**src/rtl/trap_csr.sv**
```systemverilog
`default_nettype none
// ============================================================================
// Module      : trap_csr
// Description : Machine-mode CSR file. Captures trap state (mepc, mcause,
//               mtval) and stacks mstatus.MIE/MPIE when the Control Unit
//               inserts a trap, and unstacks them on an MRET pseudo trap.
//               Returns mepc, mtvec and the enabled pending interrupts to the
//               trap unit, serves Zicsr accesses from the Execute Stage, and
//               implements the 64-bit mcycle/minstret counters.
// Revision    : 1.0 - initial release
// ----------------------------------------------------------------------------
// Ports
//   clk, rst_n          core clock, synchronous active-low reset
//   csr_en_i            CSR instruction valid in Execute (not a bubble)
//   csr_op_i            00 read, 01 write, 10 set bits, 11 clear bits
//   csr_addr_i          CSR address
//   csr_wdata_i         rs1 value or zero-extended uimm
//   csr_rdata_o         old value of the addressed CSR (combinational)
//   csr_illegal_o       unimplemented CSR or write to a read-only CSR
//   trap_insert_i       trap inserted this cycle
//   trap_is_mret_i      the inserted trap is an MRET
//   trap_epc_i/cause_i/val_i  values recorded on a real trap
//   irq_soft_i/timer_i/ext_i  machine interrupt request lines
//   inst_retire_i       one instruction retired this cycle
//   interrupts_o        mip & mie, zero while mstatus.MIE is clear
//   mepc_o, mtvec_o     current mepc and mtvec
// ============================================================================
module trap_csr #(
  parameter int          HART_ID     = 0,
  parameter logic [31:0] MTVEC_RESET = 32'h0000_0000,
  parameter bit          VECTORED_EN = 1'b1
) (
  input  logic        clk,
  input  logic        rst_n,
  input  logic        csr_en_i,
  input  logic [1:0]  csr_op_i,
  input  logic [11:0] csr_addr_i,
  input  logic [31:0] csr_wdata_i,
  output logic [31:0] csr_rdata_o,
  output logic        csr_illegal_o,
  input  logic        trap_insert_i,
  input  logic        trap_is_mret_i,
  input  logic [31:0] trap_epc_i,
  input  logic [31:0] trap_cause_i,
  input  logic [31:0] trap_val_i,
  input  logic        irq_soft_i,
  input  logic        irq_timer_i,
  input  logic        irq_ext_i,
  input  logic        inst_retire_i,
  output logic [31:0] interrupts_o,
  output logic [31:0] mepc_o,
  output logic [31:0] mtvec_o
);

  localparam logic [11:0] c_MSTATUS   = 12'h300;
  localparam logic [11:0] c_MISA      = 12'h301;
  localparam logic [11:0] c_MIE       = 12'h304;
  localparam logic [11:0] c_MTVEC     = 12'h305;
  localparam logic [11:0] c_MSCRATCH  = 12'h340;
  localparam logic [11:0] c_MEPC      = 12'h341;
  localparam logic [11:0] c_MCAUSE    = 12'h342;
  localparam logic [11:0] c_MTVAL     = 12'h343;
  localparam logic [11:0] c_MIP       = 12'h344;
  localparam logic [11:0] c_MCYCLE    = 12'hB00;
  localparam logic [11:0] c_MINSTRET  = 12'hB02;
  localparam logic [11:0] c_MCYCLEH   = 12'hB80;
  localparam logic [11:0] c_MINSTRETH = 12'hB82;
  localparam logic [11:0] c_MHARTID   = 12'hF14;

  localparam logic [31:0] c_MISA_VAL  = 32'h4000_0100;  // MXL=1, I extension
  localparam logic [31:0] c_HART_VAL  = 32'(HART_ID);

  // Interrupt-related registers keep only bits 3/7/11, packed as {11,7,3}.
  function automatic logic [31:0] spread_irq(input logic [2:0] v);
    logic [31:0] r;
    r     = '0;
    r[3]  = v[0];
    r[7]  = v[1];
    r[11] = v[2];
    return r;
  endfunction

  // State
  logic        mstatus_mie_q,  mstatus_mie_d;
  logic        mstatus_mpie_q, mstatus_mpie_d;
  logic [2:0]  mie_q,          mie_d;
  logic [2:0]  mip_q;
  logic [31:0] mtvec_q,        mtvec_d;
  logic [31:0] mscratch_q,     mscratch_d;
  logic [31:0] mepc_q,         mepc_d;
  logic [31:0] mcause_q,       mcause_d;
  logic [31:0] mtval_q,        mtval_d;
  logic [63:0] mcycle_q,       mcycle_d;
  logic [63:0] minstret_q,     minstret_d;

  logic [31:0] w_mstatus_rd;
  logic [31:0] w_mtvec_rd;
  logic [31:0] w_rdata;
  logic        w_implemented;
  logic        w_illegal;
  logic        w_csr_we;
  logic [31:0] w_wval;
  logic [1:0]  w_mtvec_mode;

  // MPP is hardwired to machine mode (bits 12:11).
  assign w_mstatus_rd = {19'b0, 2'b11, 3'b0, mstatus_mpie_q, 3'b0, mstatus_mie_q, 3'b0};
  assign w_mtvec_rd   = VECTORED_EN ? mtvec_q : {mtvec_q[31:2], 2'b00};

  // Read mux; also tells whether the address is implemented at all.
  always_comb begin
    w_rdata       = '0;
    w_implemented = 1'b1;
    case (csr_addr_i)
      c_MSTATUS:   w_rdata = w_mstatus_rd;
      c_MISA:      w_rdata = c_MISA_VAL;
      c_MIE:       w_rdata = spread_irq(mie_q);
      c_MTVEC:     w_rdata = w_mtvec_rd;
      c_MSCRATCH:  w_rdata = mscratch_q;
      c_MEPC:      w_rdata = mepc_q;
      c_MCAUSE:    w_rdata = mcause_q;
      c_MTVAL:     w_rdata = mtval_q;
      c_MIP:       w_rdata = spread_irq(mip_q);
      c_MCYCLE:    w_rdata = mcycle_q[31:0];
      c_MCYCLEH:   w_rdata = mcycle_q[63:32];
      c_MINSTRET:  w_rdata = minstret_q[31:0];
      c_MINSTRETH: w_rdata = minstret_q[63:32];
      c_MHARTID:   w_rdata = c_HART_VAL;
      default: begin
        w_rdata       = '0;
        w_implemented = 1'b0;
      end
    endcase
  end

  // Address space 11xx is read-only: any op other than plain read faults.
  assign w_illegal = csr_en_i &
                     (~w_implemented | ((csr_addr_i[11:10] == 2'b11) & (csr_op_i != 2'b00)));

  // A trap in the same cycle takes priority and drops the CSR write.
  assign w_csr_we = csr_en_i & ~w_illegal & ~trap_insert_i & (csr_op_i != 2'b00);

  always_comb begin
    case (csr_op_i)
      2'b01:   w_wval = csr_wdata_i;
      2'b10:   w_wval = w_rdata | csr_wdata_i;
      2'b11:   w_wval = w_rdata & ~csr_wdata_i;
      default: w_wval = w_rdata;
    endcase
  end

  // Reserved MODE encodings (1x) leave the current MODE in place.
  always_comb begin
    if (!VECTORED_EN)
      w_mtvec_mode = 2'b00;
    else if (w_wval[1])
      w_mtvec_mode = mtvec_q[1:0];
    else
      w_mtvec_mode = w_wval[1:0];
  end

  // Next-state logic
  always_comb begin
    mstatus_mie_d  = mstatus_mie_q;
    mstatus_mpie_d = mstatus_mpie_q;
    mie_d          = mie_q;
    mtvec_d        = mtvec_q;
    mscratch_d     = mscratch_q;
    mepc_d         = mepc_q;
    mcause_d       = mcause_q;
    mtval_d        = mtval_q;
    mcycle_d       = mcycle_q + 64'd1;
    minstret_d     = minstret_q + {63'd0, inst_retire_i};

    if (trap_insert_i) begin
      if (trap_is_mret_i) begin
        mstatus_mie_d  = mstatus_mpie_q;
        mstatus_mpie_d = 1'b1;
      end else begin
        mepc_d         = {trap_epc_i[31:2], 2'b00};
        mcause_d       = trap_cause_i;
        mtval_d        = trap_val_i;
        mstatus_mpie_d = mstatus_mie_q;
        mstatus_mie_d  = 1'b0;
      end
    end else if (w_csr_we) begin
      // A write to either counter half replaces that half and suppresses
      // the increment of that counter for this cycle.
      case (csr_addr_i)
        c_MSTATUS: begin
          mstatus_mie_d  = w_wval[3];
          mstatus_mpie_d = w_wval[7];
        end
        c_MIE:       mie_d      = {w_wval[11], w_wval[7], w_wval[3]};
        c_MTVEC:     mtvec_d    = {w_wval[31:2], w_mtvec_mode};
        c_MSCRATCH:  mscratch_d = w_wval;
        c_MEPC:      mepc_d     = {w_wval[31:2], 2'b00};
        c_MCAUSE:    mcause_d   = w_wval;
        c_MTVAL:     mtval_d    = w_wval;
        c_MCYCLE:    mcycle_d   = {mcycle_q[63:32], w_wval};
        c_MCYCLEH:   mcycle_d   = {w_wval, mcycle_q[31:0]};
        c_MINSTRET:  minstret_d = {minstret_q[63:32], w_wval};
        c_MINSTRETH: minstret_d = {w_wval, minstret_q[31:0]};
        default: ;  // misa, mip: writes ignored
      endcase
    end
  end

  always_ff @(posedge clk) begin
    if (!rst_n) begin
      mstatus_mie_q  <= 1'b0;
      mstatus_mpie_q <= 1'b0;
      mie_q          <= '0;
      mip_q          <= '0;
      mtvec_q        <= MTVEC_RESET;
      mscratch_q     <= '0;
      mepc_q         <= '0;
      mcause_q       <= '0;
      mtval_q        <= '0;
      mcycle_q       <= '0;
      minstret_q     <= '0;
    end else begin
      mstatus_mie_q  <= mstatus_mie_d;
      mstatus_mpie_q <= mstatus_mpie_d;
      mie_q          <= mie_d;
      mip_q          <= {irq_ext_i, irq_timer_i, irq_soft_i};
      mtvec_q        <= mtvec_d;
      mscratch_q     <= mscratch_d;
      mepc_q         <= mepc_d;
      mcause_q       <= mcause_d;
      mtval_q        <= mtval_d;
      mcycle_q       <= mcycle_d;
      minstret_q     <= minstret_d;
    end
  end

  assign csr_rdata_o   = w_rdata;
  assign csr_illegal_o = w_illegal;
  assign interrupts_o  = mstatus_mie_q ? spread_irq(mip_q & mie_q) : 32'h0;
  assign mepc_o        = mepc_q;
  assign mtvec_o       = w_mtvec_rd;

endmodule
`default_nettype wire

```
**config.mk**
```make
export PLATFORM = sky130hd
export DESIGN_NAME = trap_csr
export DESIGN_NICKNAME = d
export VERILOG_FILES = /design/src/rtl/trap_csr.sv
export SDC_FILE = /design/constraint.sdc
export NUM_CORES = 1
export LEC_CHECK = 0
export CAP_MARGIN = 40
export CELL_PAD_IN_SITES_DETAIL_PLACEMENT = 1
export CELL_PAD_IN_SITES_GLOBAL_PLACEMENT = 1
export CORE_ASPECT_RATIO = 1.2
export CORE_MARGIN = 1.5
export CORE_UTILIZATION = 30
export CTS_BUF_LIST = sky130_fd_sc_hd__clkbuf_8
export CTS_CLUSTER_SIZE = 8
export DETAILED_ROUTE_END_ITERATION = 7
export PLACE_DENSITY = 0.67
export SLEW_MARGIN = 5
export SYNTH_ARGS = -nofsm -noshare
export SYNTH_HDL_FRONTEND = slang
export SYNTH_SLANG_ARGS = --single-unit
export TNS_END_PERCENT = 1
```
**constraint.sdc**
```tcl
create_clock -name clk -period 3.9 [get_ports clk]
set_clock_uncertainty 0.2 [all_clocks]
set_input_delay 0.39 -clock clk [delete_from_list [all_inputs] [get_ports clk]]
set_output_delay 0.39 -clock clk [all_outputs]
set_load 0.01 [all_outputs]
```
==> results.sh <==
export IMPL_stdcell_area_sq_um=24100
export IMPL_syn_area_sq_um=18400
export IMPL_htreeDepth=2
export IMPL_fillCellCount=7280
export IMPL_cts_sinks=293
export IMPL_slew_viol_final=0
export IMPL_period_share_pct=99.8
export IMPL_p_seq_share_pct=40.4
export IMPL_drive_above_1_share_pct=15.1
export IMPL_detail_route_antenna_nets=0
export IMPL_drt_met1_wl_um=43900
export IMPL_reg2reg_depth=9
export IMPL_core_area_sq_um=60700
export IMPL_p_int_mw=5.43
export IMPL_die_area_sq_um=62800
export IMPL_worstSetupEndpoint="csr_rdata_o[28]"
export IMPL_die_height_um=274
export IMPL_fmax_ghz=0.257
export IMPL_drv_cap=0
export IMPL_clkLatencyLatePin_ps=690
export IMPL_pwr_share_comb_pct=14.3
export IMPL_synthCells=2376
export IMPL_gp_congestion=0.988
export IMPL_rows=99
export IMPL_wl_met3_um=6700
export IMPL_p_sw_share_pct=29.5
export IMPL_min_path_cells=2
export IMPL_min_period_ps=3890
export IMPL_setup_viol=0
export IMPL_synth_area_leader_cell="dfxtp_1"
export IMPL_post_cts_buffers=0
export IMPL_viasPerCell=6.14
export IMPL_top_layer="met5"
export IMPL_tightest_slew_ps=858
export IMPL_synthTopCellsByArea="dfxtp_1, a21oi_1, nand3_1"
export IMPL_switching_power_mw=2.27
export IMPL_synth_commonest_cells="dfxtp_1, nand2_1, a21oi_1, nand3_1, o21ai_0"
export IMPL_critPathKind="primary input to output pin"
export IMPL_finalHoldViolations=0
export IMPL_clkSlewWorstSetupHoldPaths_ps=60
export IMPL_status="finished, final reports clean"
export IMPL_power_density_nw_per_um2=319
export IMPL_track_usage_pct=33.2
export IMPL_end_kind="output pin"
export IMPL_synth_edf_count=0
export IMPL_r2r_start="mcycle_q[0]"
export IMPL_pin_count=280
export IMPL_hold_path_class="primary input to flop"
export IMPL_startpoint="csr_addr_i[10]"
export IMPL_root_buffer="clkbuf_8"
export IMPL_grt_overflow_total=0
export IMPL_synth_distinct_cells=92
export IMPL_p_leak_nw=8.68
export IMPL_ys_seq_area_share_pct=31.9
export IMPL_crit_path_max_fanout=10
export IMPL_routedWlPerCell_um=30.4
export IMPL_setup_tns_ps=0
export IMPL_place_hpwl_um=80100
export IMPL_p_clk_share_pct=45.3
export IMPL_synth_seq_cells=293
export IMPL_crit_required_ps=3310
export IMPL_drt_iter0_markers=1875
export IMPL_finalNetCount=2832
export IMPL_wl_met2_um=50400
export IMPL_rsz0062_at_grt="false"
export IMPL_drt_first_pass_iters=6
export IMPL_grt_max_degree=98
export IMPL_drc=0
export IMPL_rrSetupSlack_ps=440
export IMPL_antenna_found_initial=3
export IMPL_syn2layout_area_growth_pct=31.2
export IMPL_cts_made_buffers=55
export IMPL_r2r_end="mcycle_q[24]"
export IMPL_postSynthAreaPerCell_sq_um=7.74
export IMPL_ys_warn_count=0
export IMPL_max_slew_margin_pct=42.4
export IMPL_fp_dieW_um=229
export IMPL_grt_pass1_wl_um=154000
export IMPL_worst_ep_arrival_time_ps=3300
export IMPL_cts_tree="built"
export IMPL_yosysMostFrequentCell="dfxtp_1"
export IMPL_numPortBuffers=245
export IMPL_clock_path_buffers=3
export IMPL_synthArstFlopShare_pct=0
export IMPL_ir_drop_mv=0.222
export IMPL_routed_wl_um=107000
export IMPL_grt_pass1_vias=21800
export IMPL_synthFlopType="dfxtp_1"
export IMPL_place_area_sq_um=22900
export IMPL_via_count=21700
export IMPL_startpoint_type="primary input"
export IMPL_initial_core_util_pct=30.3
export IMPL_synth_top_area_share_pct=31.9
## stage by stage
step | hold WS (ps) | util, % | setup slack (ps) | std cells | power [mW]
finish | 113 | 39.8 | 8.33 | 3531 | 7.70
global route | 110 | 39.8 | 1.65 | 3531 | 7.90
CTS | 91.3 | 39.7 | 61.5 | 3529 | 7.71
detailed placement | 255 | 37.7 | 61.0 | 3427 | 4.25
global placement | 240 | 37.7 | 5.31 | 3427 | 4.24
floorplan | 231 | - | 1080 | 2407 | 3.64
## cell usage in the layout (no fill, tap or decap), types with 29 or more instances in the layout
| cell type | Yosys | final |
|---|---|---|
| o41ai_1 | 31 | 31 |
| nand2_1 | 234 | 234 |
| nor2b_1 | 54 | 54 |
| nand3_1 | 188 | 188 |
| clkbuf_8 | 0 | 73 |
| nor3_1 | 68 | 67 |
| and3_1 | 32 | 32 |
| a22oi_1 | 35 | 35 |
| o21ai_0 | 157 | 157 |
| dfxtp_1 | 293 | 293 |
| nand4_1 | 45 | 45 |
| buf_12 | 0 | 29 |
| conb_1 | 1 | 32 |
| buf_4 | 34 | 180 |
| a211oi_1 | 38 | 38 |
| a21oi_1 | 203 | 202 |
| nor2_1 | 141 | 141 |
| inv_1 | 21 | 33 |
| mux2i_1 | 36 | 36 |
| xnor2_1 | 38 | 38 |
| clkdlybuf4s50_1 | 0 | 238 |
| o221ai_1 | 36 | 36 |
## final cells by class
type,instances,area [sq um],area share (%)
multi-input combinational,1851,11600,47.9
sequential,293,5870,24.3
antenna,2,5.00,0.0207
timing repair buffer,455,4370,18.1
inverter,22,85.1,0.353
clock buffer,73,1000,4.16
clock inverter,27,231,0.959
tap,808,1010,4.19
## worst min-delay path by stage
stage,endpoint,startpoint
floorplan,mscratch_q[9],mscratch_q[9]
detailed placement,mcause_q[26],mcause_q[26]
global placement,mscratch_q[20],mscratch_q[20]
CTS,mip_q[2],irq_ext_i
global route,mip_q[1],irq_timer_i
finish,mip_q[1],irq_timer_i
## routing by layer
| metal | GRT usage, % | vias to the layer above |
|---|---|---|
| li1 | - | 9524 |
| met1 | 40.8 | 11000 |
| met2 | 55.4 | 923 |
| met3 | 5.37 | 249 |
| met4 | 18.4 | 2 |
| met5 | 0 | - |
## what timing repair did
| item | 4_1_cts | 5_1_grt |
|---|---|---|
| resized for setup | 0 | 1 |
| hold buffers | 2 | 0 |
| endpoints found under the setup margin | 0 | 4 |
| endpoints found under the hold margin | 24 | 0 |
## sequential cells by signal, indices dropped and copies added (netlist names), 3 cells and up
signal and flops:
mscratch_q 32, mepc_o 30, mtval_q 32, mie_q 3
mcause_q 32, mcycle_q 64, mtvec_o 31, minstret_q 64
mip_q 3
## power groups by stage
stage	clock network [mW]	logic, mW	registers [mW]
after detailed placement	0	1.08	3.18
final	3.49	1.10	3.11
after global routing	3.64	1.14	3.12
after floorplan	0	0.477	3.16
after CTS	3.51	1.08	3.11
after global placement	0	1.06	3.17
## critical path, cell delays in order
cell	delay (ps)
clkdlybuf4s50_1	570
nand4b_1	550
buf_4	360
nor3_2	350
a22oi_1	170
nand2_1	300
clkdlybuf4s50_1	610
## cell families after synthesis
| kind of cell | synth area share (%) |
|---|---|
| and+or+nand+nor | 26.4 |
| AOI/OAI and AO/OA | 28.1 |
| DFF | 31.9 |
| buffers and inverters | 6.49 |
| muxes | 4.53 |
| xor gates and xnor gates | 2.33 |
| adders and majority gates | 0.204 |
| other | 0.0204 |
Note: power is estimated with default switching activity, not from simulation.
